===== src/rtl/phv_merge.sv =====
// phv_merge: delays each accepted PHV to line up with the type-1 ALU array,
// overlays the valid ALU lane results onto its containers and queues the
// merged PHV in a small output FIFO with credit-based upstream admission.
// Optional build macro PHV_MERGE_ERR_CNT_EN adds a saturating err_cnt output.
module phv_merge #(
  parameter int unsigned  STAGE      = 0,
  parameter int unsigned  C_NUM      = 8,
  parameter int unsigned  DATA_WIDTH = 48,
  parameter int unsigned  META_WIDTH = 256,
  parameter int unsigned  ALU_LAT    = 2,
  parameter int unsigned  FIFO_DEPTH = 4,
  localparam int unsigned PHV_WIDTH  = C_NUM * DATA_WIDTH + META_WIDTH
) (
  input  logic                          clk,
  input  logic                          rst_n,
  input  logic [PHV_WIDTH-1:0]          phv_in,
  input  logic                          phv_in_valid,
  output logic                          phv_in_ready,
  input  logic [C_NUM*DATA_WIDTH-1:0]   alu_container_in,
  input  logic [C_NUM-1:0]              alu_container_valid,
  output logic [PHV_WIDTH-1:0]          phv_out,
  output logic                          phv_out_valid,
  input  logic                          phv_out_ready,
  output logic                          err_misalign
`ifdef PHV_MERGE_ERR_CNT_EN
  ,
  output logic [15:0]                   err_cnt
`endif
);

  localparam int unsigned AW = (FIFO_DEPTH > 1) ? $clog2(FIFO_DEPTH) : 1;
  localparam int unsigned PW = AW + 1;
  localparam int unsigned CW = $clog2(FIFO_DEPTH + ALU_LAT + 1);

  // Elaboration-time parameter sanity
  if (ALU_LAT < 1) begin : g_bad_lat
    $error("phv_merge stage %0d: ALU_LAT must be >= 1", STAGE);
  end
  if ((FIFO_DEPTH < 2) || ((FIFO_DEPTH & (FIFO_DEPTH - 1)) != 0)) begin : g_bad_depth
    $error("phv_merge stage %0d: FIFO_DEPTH must be a power of 2 and >= 2", STAGE);
  end

  logic                 accept;
  logic                 dl_valid [ALU_LAT];
  logic [PHV_WIDTH-1:0] dl_phv   [ALU_LAT];
  logic                 merge_valid;
  logic [PHV_WIDTH-1:0] merge_phv;
  logic                 alu_any;
  logic                 alu_all;
  logic                 misalign;

  logic [PHV_WIDTH-1:0] fifo_mem [FIFO_DEPTH];
  logic [PW-1:0]        wr_ptr;
  logic [PW-1:0]        rd_ptr;
  logic [PW-1:0]        fifo_count;
  logic                 fifo_empty;
  logic                 fifo_full;
  logic                 push;
  logic                 pop;
  logic [CW-1:0]        inflight;

  assign accept = phv_in_valid && phv_in_ready;

  // Delay-line valid bits: slot 0 takes the accept, every slot shifts each cycle
  always_ff @(posedge clk or negedge rst_n) begin
    if (!rst_n) begin
      for (int k = 0; k < ALU_LAT; k++) dl_valid[k] <= 1'b0;
    end else begin
      dl_valid[0] <= accept;
      for (int k = 1; k < ALU_LAT; k++) dl_valid[k] <= dl_valid[k-1];
    end
  end

  // Delay-line payload; qualified by dl_valid so it needs no reset
  always_ff @(posedge clk) begin
    if (accept) dl_phv[0] <= phv_in;
    for (int k = 1; k < ALU_LAT; k++) dl_phv[k] <= dl_phv[k-1];
  end

  assign merge_valid = dl_valid[ALU_LAT-1];

  // Overlay ALU lanes that report a valid result onto the delayed PHV
  always_comb begin
    merge_phv = dl_phv[ALU_LAT-1];
    for (int i = 0; i < C_NUM; i++) begin
      if (alu_container_valid[i]) begin
        merge_phv[PHV_WIDTH-1-i*DATA_WIDTH -: DATA_WIDTH] =
          alu_container_in[(C_NUM-i)*DATA_WIDTH-1 -: DATA_WIDTH];
      end
    end
  end

  // Misalignment: partial results on a live slot, or results with no slot
  always_comb begin
    alu_any  = |alu_container_valid;
    alu_all  = &alu_container_valid;
    misalign = (merge_valid && !alu_all) || (!merge_valid && alu_any);
  end

  // Credit accounting from registered state only
  always_comb begin
    inflight = '0;
    for (int k = 0; k < ALU_LAT; k++) inflight = inflight + CW'(dl_valid[k]);
  end

  assign fifo_count   = wr_ptr - rd_ptr;
  assign fifo_empty   = (wr_ptr == rd_ptr);
  assign fifo_full    = (wr_ptr[AW] != rd_ptr[AW]) && (wr_ptr[AW-1:0] == rd_ptr[AW-1:0]);
  assign phv_in_ready = (CW'(fifo_count) + inflight) < CW'(FIFO_DEPTH);

  assign push = merge_valid && !fifo_full;
  assign pop  = phv_out_valid && phv_out_ready;

  // FIFO pointers
  always_ff @(posedge clk or negedge rst_n) begin
    if (!rst_n) begin
      wr_ptr <= '0;
      rd_ptr <= '0;
    end else begin
      if (push) wr_ptr <= wr_ptr + PW'(1);
      if (pop)  rd_ptr <= rd_ptr + PW'(1);
    end
  end

  // FIFO storage; entries are only visible while the FIFO is non-empty
  always_ff @(posedge clk) begin
    if (push) fifo_mem[wr_ptr[AW-1:0]] <= merge_phv;
  end

  assign phv_out_valid = !fifo_empty;
  assign phv_out       = fifo_empty ? '0 : fifo_mem[rd_ptr[AW-1:0]];

  // Sticky misalignment flag
  always_ff @(posedge clk or negedge rst_n) begin
    if (!rst_n) begin
      err_misalign <= 1'b0;
    end else if (misalign) begin
      err_misalign <= 1'b1;
    end
  end

`ifdef PHV_MERGE_ERR_CNT_EN
  // Saturating count of cycles with a misalignment
  always_ff @(posedge clk or negedge rst_n) begin
    if (!rst_n) begin
      err_cnt <= 16'd0;
    end else if (misalign && (err_cnt != 16'hFFFF)) begin
      err_cnt <= err_cnt + 16'd1;
    end
  end
`endif

endmodule


===== config.mk =====
export PLATFORM = sky130hd
export DESIGN_NAME = phv_merge
export DESIGN_NICKNAME = d
export VERILOG_FILES = /design/src/rtl/phv_merge.sv
export SDC_FILE = /design/constraint.sdc
export NUM_CORES = 2
export LEC_CHECK = 0
export CAP_MARGIN = 20
export CORE_MARGIN = 1.5
export CORE_UTILIZATION = 30
export CTS_BUF_LIST = sky130_fd_sc_hd__clkbuf_8
export CTS_CLUSTER_SIZE = 16
export DETAILED_ROUTE_END_ITERATION = 16
export HOLD_SLACK_MARGIN = 0.03
export PLACE_DENSITY = 0.58
export SLEW_MARGIN = 20
export SYNTH_ARGS = -nofsm -noshare
export SYNTH_HDL_FRONTEND = slang
export SYNTH_SLANG_ARGS = --single-unit

===== constraint.sdc =====
create_clock -name clk -period 22.8 [get_ports clk]
set_clock_uncertainty 0.15 [all_clocks]
set_input_delay 5.7 -clock clk [delete_from_list [all_inputs] [get_ports clk]]
set_output_delay 5.7 -clock clk [all_outputs]
set_load 0.01 [all_outputs]

Word level (Yosys, flattened, before mapping)
Memory sizes are Yosys's and may differ from the RTL's.
Cells that the tools add are included.
{"block": "word_totals", "ff_bits": 9, "elab_cells": 42, "mem_bits_rw": 3840, "latchBits": 0, "mem_bits_ro": 0, "n_memories": 2, "out_inout_bits": 643, "inputBits": 1036}
{"name": "fifo_mem", "words": 4, "word_bits": 640, "read_ports": 1, "rd_ports_with_merged_regs": 0, "write_ports": 1, "line": "52", "source": "logic [PHV_WIDTH-1:0] fifo_mem [FIFO_DEPTH];"}
{"name": "dl_phv", "words": 2, "word_bits": 640, "read_ports": 2, "rd_ports_with_merged_regs": 0, "write_ports": 2, "line": "45", "source": "logic [PHV_WIDTH-1:0] dl_phv [ALU_LAT];"}
{"block": "op_classes", "n_bitwise": 0, "n_reduce_logical": 13, "muxes": 13, "shifts": 0, "eq_ne": 3, "n_lt_le_gt_ge": 1, "add_sub_neg": 5, "div": 0, "n_mul": 0}
{"cell": "$mux 640", "n": 1}
{"cell": "$mux 48", "n": 8}
{"cell": "$reduce_and 8->1", "n": 1}
{"cell": "$reduce_or 8->1", "n": 1}
{"cell": "$add 3x1->3 const B", "n": 2}
{"cell": "$logic_and 1x1->1", "n": 6}
{"cell": "$logic_not 1->1", "n": 4}
{"cell": "$mux 1", "n": 4}
{"cell": "$add 3x2->3", "n": 1}
{"cell": "$eq 3x3->1", "n": 1}
{"cell": "$lt 3x3->1 const B", "n": 1}
{"cell": "$sub 3x3->3", "n": 1}
{"cell": "$add 1x1->2", "n": 1}
{"cell": "$eq 2x2->1", "n": 1}
{"cell": "$logic_or 1x1->1", "n": 1}
{"cell": "$ne 1x1->1", "n": 1}

Longest topological paths before layout
{"block": "logic_depth", "word_depth": 6, "mapped_depth": 11, "ltp_nobuf": 7}

Least setup slack after synthesis
No wires, ideal clock.
{"block": "synth_path", "path_type": "input to register", "start": "input phv_in_valid", "end": "register dl_valid[1] in the netlist's numbering", "path_buffers": 0, "arrival_ns": 19.769, "required_time_ns": 21.014, "path_slack_ns": 1.246, "setup_ns": 1.636, "stages": 1, "cell_sequence": "o21a_1"}
{"block": "synth_via", "elab_chain_len": 1}
{"item": "start: declaration", "line": "17", "source": "input logic phv_in_valid,"}
{"item": "$logic_and 1x1->1", "line": "62", "source": "assign accept = phv_in_valid && phv_in_ready;"}
{"item": "end: declaration", "line": "44", "source": "logic dl_valid [ALU_LAT];"}
No other way between the ends.
A chain may end at the register's enable or synchronous reset.

Worst setup path in the final report
{"block": "layout_path", "start": "register rd_ptr[0]", "end": "output phv_out[315]"}
{"block": "layout_via", "elab_chain_len": 2, "word_cells_on_any_way": 3, "classes_between": "eq/ne (1); mux (1); memory (1)"}
{"item": "start: declaration", "line": "54", "source": "logic [PW-1:0] rd_ptr;"}
{"item": "start signal: assignment", "line": "121", "source": "if (pop) rd_ptr <= rd_ptr + PW'(1);"}
{"item": "$mem_v2 4x640 / $eq 3x3->1 (equally long branches)"}
{"item": "$mux 640 *", "line": "131", "source": "assign phv_out = fifo_empty ? '0 : fifo_mem[rd_ptr[AW-1:0]];"}
{"item": "end: declaration", "line": "21", "source": "output logic [PHV_WIDTH-1:0] phv_out,"}
Every way passes the cells marked *; elsewhere a longest branch is shown, timed or not.

==> impl_metrics.xml <==
<?xml version="1.0" encoding="UTF-8"?>
<metrics>
  <group name="cts">
    <metric name="tritoncts_clock_tree" unit="">yes</metric>
    <metric name="clock-sinks" unit="">3849</metric>
    <metric name="cts_htree_levels" unit="">6</metric>
    <metric name="holdBufCountCts" unit="">0</metric>
    <metric name="cts.repair.resized" unit="">0</metric>
    <metric name="cts_buffer_depth" unit="">4</metric>
    <metric name="clock_insertion_delay_worst_skew" unit="ns">1.23</metric>
    <metric name="cts_buffers" unit="">636</metric>
    <metric name="post_cts_setup_inserts" unit="">0</metric>
    <metric name="clock_edge_transition_at_the_registers_on_the_reported_setup_and_hold_paths" unit="ns">0.06</metric>
    <metric name="cts-root-buf" unit="">sky130_fd_sc_hd__clkbuf_8</metric>
  </group>
  <group name="grt">
    <metric name="grt_first_pass_wirelength" unit="um">547900</metric>
    <metric name="maximum_number_of_pins_on_one_net_before_global_route_repair" unit="">183</metric>
    <metric name="global_route.usage.met1" unit="%">21.05</metric>
    <metric name="globalRouteMet2Util" unit="%">29.53</metric>
    <metric name="global_route.overflow_total" unit="">0</metric>
    <metric name="use_met3" unit="%">4.325</metric>
    <metric name="first_global_vias" unit="">69580</metric>
    <metric name="globalRoute.busiestLayer" unit="">met2</metric>
    <metric name="track_usage" unit="%">17.22</metric>
    <metric name="grt_antenna_before_repair" unit="">184</metric>
  </group>
  <group name="critical_path">
    <metric name="reg2reg_from" unit="">rd_ptr[1]</metric>
    <metric name="worstSetupPathType" unit="">reg2out</metric>
    <metric name="critical_path.startpoint_type" unit="">register</metric>
    <metric name="critPathCaptureType" unit="">output port</metric>
    <metric name="reg2reg_setup_slack" unit="ns">15.65</metric>
    <metric name="worst-r2r-cell-count" unit="">9</metric>
    <metric name="timing.critical_path.fanout_max" unit="">86</metric>
    <metric name="worst_ep_arrival_time" unit="ns">6.96</metric>
    <metric name="cp.required" unit="ns">16.95</metric>
    <metric name="timing.rr.end" unit="">fifo_mem[2][399]</metric>
  </group>
  <group name="power_and_ir_drop">
    <metric name="switchingPower" unit="mW">8.642</metric>
    <metric name="p_seq_share" unit="%">42.9</metric>
    <metric name="power.density" unit="mW/mm^2">153.8</metric>
    <metric name="clock_power_share" unit="%">22.8</metric>
    <metric name="combPwrFrac" unit="%">34.4</metric>
    <metric name="total_power_of_the_final_layout" unit="mW">26.19</metric>
    <metric name="p_int" unit="mW">17.55</metric>
    <metric name="power_switching_share" unit="%">33.00</metric>
    <metric name="power_leakage" unit="nW">56.43</metric>
    <metric name="power.ir.vdd_worst" unit="mV">0.1889</metric>
  </group>
  <group name="cells_and_area">
    <metric name="flow.area_growth_from_synthesis" unit="%">27.05</metric>
    <metric name="drive_gt1_share" unit="%">23.40</metric>
    <metric name="layout.cell_area.non_filler" unit="sq mm">0.1703</metric>
    <metric name="post_layout_nonfiller_instances" unit="">14530</metric>
    <metric name="fillCellCount" unit="">40330</metric>
    <metric name="finalNetCount" unit="">9007</metric>
    <metric name="footprint_of_the_multi_input_gates" unit="sq mm">0.02316</metric>
    <metric name="utilization" unit="%">38.26</metric>
    <metric name="final-seq-area" unit="sq mm">0.1091</metric>
  </group>
  <group name="synth">
    <metric name="synth-compound-area-share" unit="%">0.05414</metric>
    <metric name="synthTopCellsByCount" unit="">sky130_fd_sc_hd__edfxtp_1, sky130_fd_sc_hd__and2_1, sky130_fd_sc_hd__dfxtp_1, sky130_fd_sc_hd__mux4_2, sky130_fd_sc_hd__mux2_2</metric>
    <metric name="postSynth.topFlopCell" unit="">sky130_fd_sc_hd__edfxtp_1</metric>
    <metric name="async_reset_ff_share" unit="%">0.2338</metric>
    <metric name="yosys_register_bits" unit="">3849</metric>
    <metric name="synth_top_area_cells" unit="">sky130_fd_sc_hd__edfxtp_1, sky130_fd_sc_hd__mux4_2, sky130_fd_sc_hd__dfxtp_1, sky130_fd_sc_hd__mux2_2, sky130_fd_sc_hd__and2_1</metric>
    <metric name="muxShareOfSynthArea" unit="%">14.00</metric>
    <metric name="yosys.area.top_type_share" unit="%">71.69</metric>
    <metric name="synth_sequential_area_ratio" unit="%">81.41</metric>
    <metric name="synth-simple-area-share" unit="%">3.062</metric>
    <metric name="syn-instance-count" unit="">5820</metric>
    <metric name="synth_top_family_by_area" unit="">multiplexers</metric>
    <metric name="synthDominantAreaCellType" unit="">sky130_fd_sc_hd__edfxtp_1</metric>
    <metric name="yosys_warnings" unit="">0</metric>
    <metric name="synthMostInstantiatedCell" unit="">sky130_fd_sc_hd__edfxtp_1</metric>
    <metric name="synthXorXnorAreaFrac" unit="%">0.06254</metric>
    <metric name="synth_enable_flop_cells" unit="">3200</metric>
    <metric name="netlist_area" unit="sq mm">0.1340</metric>
    <metric name="syn_nets" unit="">6865</metric>
    <metric name="synth_fa_ha_area_share" unit="%">0.08401</metric>
    <metric name="avgSynthCellArea" unit="sq um">23.03</metric>
    <metric name="yosysUniqueCellTypes" unit="">34</metric>
  </group>
  <group name="floorplanning">
    <metric name="dieWidth" unit="um">671.5</metric>
    <metric name="die-area" unit="sq mm">0.4508</metric>
    <metric name="row_count" unit="">245</metric>
    <metric name="io-pin-count" unit="">1679</metric>
    <metric name="core_region_area" unit="sq mm">0.4451</metric>
    <metric name="start_util" unit="%">30.12</metric>
    <metric name="die_h" unit="um">671.5</metric>
  </group>
  <group name="detailed_routing">
    <metric name="detail_route.iter0.violations" unit="">5408</metric>
    <metric name="detail_route.wirelength" unit="um">401100</metric>
    <metric name="detail_route.vias_per_cell" unit="">4.531</metric>
    <metric name="number_of_remaining_drc_errors" unit="">0</metric>
    <metric name="detail_route.first_pass.iterations" unit="">6</metric>
    <metric name="post_drt_wl_per_cell" unit="um">27.60</metric>
    <metric name="num_vias" unit="">65860</metric>
    <metric name="postRouteAntennaNets" unit="">0</metric>
  </group>
  <group name="timing">
    <metric name="maxClockFrequency" unit="GHz">0.07807</metric>
    <metric name="final.setup.tns" unit="ns">0</metric>
    <metric name="slew_viol_final" unit="">0</metric>
    <metric name="worst_slew_pin_slew" unit="ns">1.135</metric>
    <metric name="hold_ws" unit="ns">0.1337</metric>
    <metric name="period_share" unit="%">56.18</metric>
    <metric name="period_needed" unit="ns">12.81</metric>
    <metric name="finalHoldViolCount" unit="">0</metric>
    <metric name="timing.max_slew.rel_slack" unit="%">24.31</metric>
    <metric name="post-route-worst-setup-slack" unit="ns">9.992</metric>
    <metric name="grt_setup_unrepaired" unit="">no</metric>
    <metric name="setup_violations" unit="">0</metric>
  </group>
  <group name="min_path">
    <metric name="min_to" unit="">dl_phv[0][748]</metric>
    <metric name="worstHoldStart" unit="">dl_phv[0][108]</metric>
    <metric name="holdPathStages" unit="">0</metric>
    <metric name="min-delay-path-class" unit="">reg2reg</metric>
  </group>
  <group name="placement">
    <metric name="placed_cell_area" unit="sq mm">0.1573</metric>
    <metric name="portBuffers" unit="">1678</metric>
    <metric name="gp_routability_congestion" unit="">0.8582</metric>
    <metric name="dpl.cell_count" unit="">13250</metric>
    <metric name="placement.setup.worst_slack" unit="ns">11.08</metric>
    <metric name="hpwl" unit="um">274000</metric>
  </group>
  <group name="status">
    <metric name="run_status" unit="">completed</metric>
  </group>
  <group name="flow_run">
    <metric name="timing.max_cap.violations" unit="">0</metric>
  </group>
</metrics>
critical path, cell delays in order, from the launching register on:
cell                              delay [ns]
sky130_fd_sc_hd__dfrtp_4                1.06
sky130_fd_sc_hd__buf_12                 0.54
sky130_fd_sc_hd__buf_4                  0.76
sky130_fd_sc_hd__buf_12                 0.51
sky130_fd_sc_hd__buf_4                  0.86
sky130_fd_sc_hd__mux4_2                 0.60
sky130_fd_sc_hd__and2_1                 0.20
sky130_fd_sc_hd__clkdlybuf4s50_1        0.54
cell type report:
type,count,share of cell area (%)
clock inverter,448,1.564
sequential,3849,64.08
multi-input combinational,1709,13.60
clock buffer,733,5.924
antenna,101,0.1484
tap,5928,4.355
timing repair buffer,1759,10.31
inverter,7,0.01543
cell families after synthesis:
logic type,count (synthesis)
buf+inv,262
flops,3849
compound gates,9
xor+xnor,7
fa+ha+maj,9
mux,1026
simple gates,658
how the worst max path moves through the flow:
| stage | endpoint | startpoint | slack (ns) |
|---|---|---|---|
| floorplan | dl_valid[1] | phv_in_valid | 1.25 |
| global placement | phv_out[429] | rd_ptr[0] | 11.07 |
| detailed placement | phv_out[314] | rd_ptr[0] | 11.08 |
| CTS | phv_out[315] | rd_ptr[0] | 9.63 |
| global route | phv_out[348] | rd_ptr[0] | 9.32 |
| finish | phv_out[315] | rd_ptr[0] | 9.99 |
cell usage in the layout, fill, tap and decap left out, types with 5 or more instances in the layout:
cell / synthesis / routed
sky130_fd_sc_hd__clkdlybuf4s50_1: 0 / 1670
sky130_fd_sc_hd__clkinv_16: 0 / 5
sky130_fd_sc_hd__inv_12: 0 / 9
sky130_fd_sc_hd__edfxtp_1: 3200 / 3200
sky130_fd_sc_hd__diode_2: 0 / 101
sky130_fd_sc_hd__inv_1: 7 / 248
sky130_fd_sc_hd__clkinvlp_4: 0 / 5
sky130_fd_sc_hd__mux4_2: 640 / 640
sky130_fd_sc_hd__inv_16: 0 / 9
sky130_fd_sc_hd__dfrtp_1: 9 / 7
sky130_fd_sc_hd__mux2_2: 385 / 385
sky130_fd_sc_hd__buf_4: 1 / 71
sky130_fd_sc_hd__and2_1: 644 / 640
sky130_fd_sc_hd__bufinv_16: 0 / 9
sky130_fd_sc_hd__clkbuf_8: 0 / 733
sky130_fd_sc_hd__dfxtp_1: 640 / 640
sky130_fd_sc_hd__ha_1: 9 / 9
sky130_fd_sc_hd__buf_12: 0 / 15
sky130_fd_sc_hd__clkinv_1: 0 / 75
sky130_fd_sc_hd__clkinv_8: 0 / 12
sky130_fd_sc_hd__inv_6: 0 / 14
sky130_fd_sc_hd__clkinv_2: 0 / 63
state kept, by name (all words and copies together) (netlist names):
signal,flops
fifo_mem,2560
wr_ptr,3
err_misalign,1
rd_ptr,3
dl_valid,1
merge_valid,1
dl_phv,1280
layer usage:
layer / vias up / routed length [um]
met5: - / 460
met4: 68 / 11970
met3: 682 / 28230
met2: 2714 / 203800
met1: 34570 / 156700
li1: 27820 / -
power groups by stage:
stage / Sequential [mW] / Clock, mW / Combinational, mW
3_3_place_gp: 11.3 / 0 / 9.16
6_report: 11.2 / 5.96 / 9.00
5_1_grt: 11.4 / 6.43 / 9.47
3_5_place_dp: 11.4 / 0 / 9.18
2_1_floorplan: 11.5 / 0 / 4.23
4_1_cts: 11.3 / 6.13 / 9.23
(Power assumes the default switching activity.)
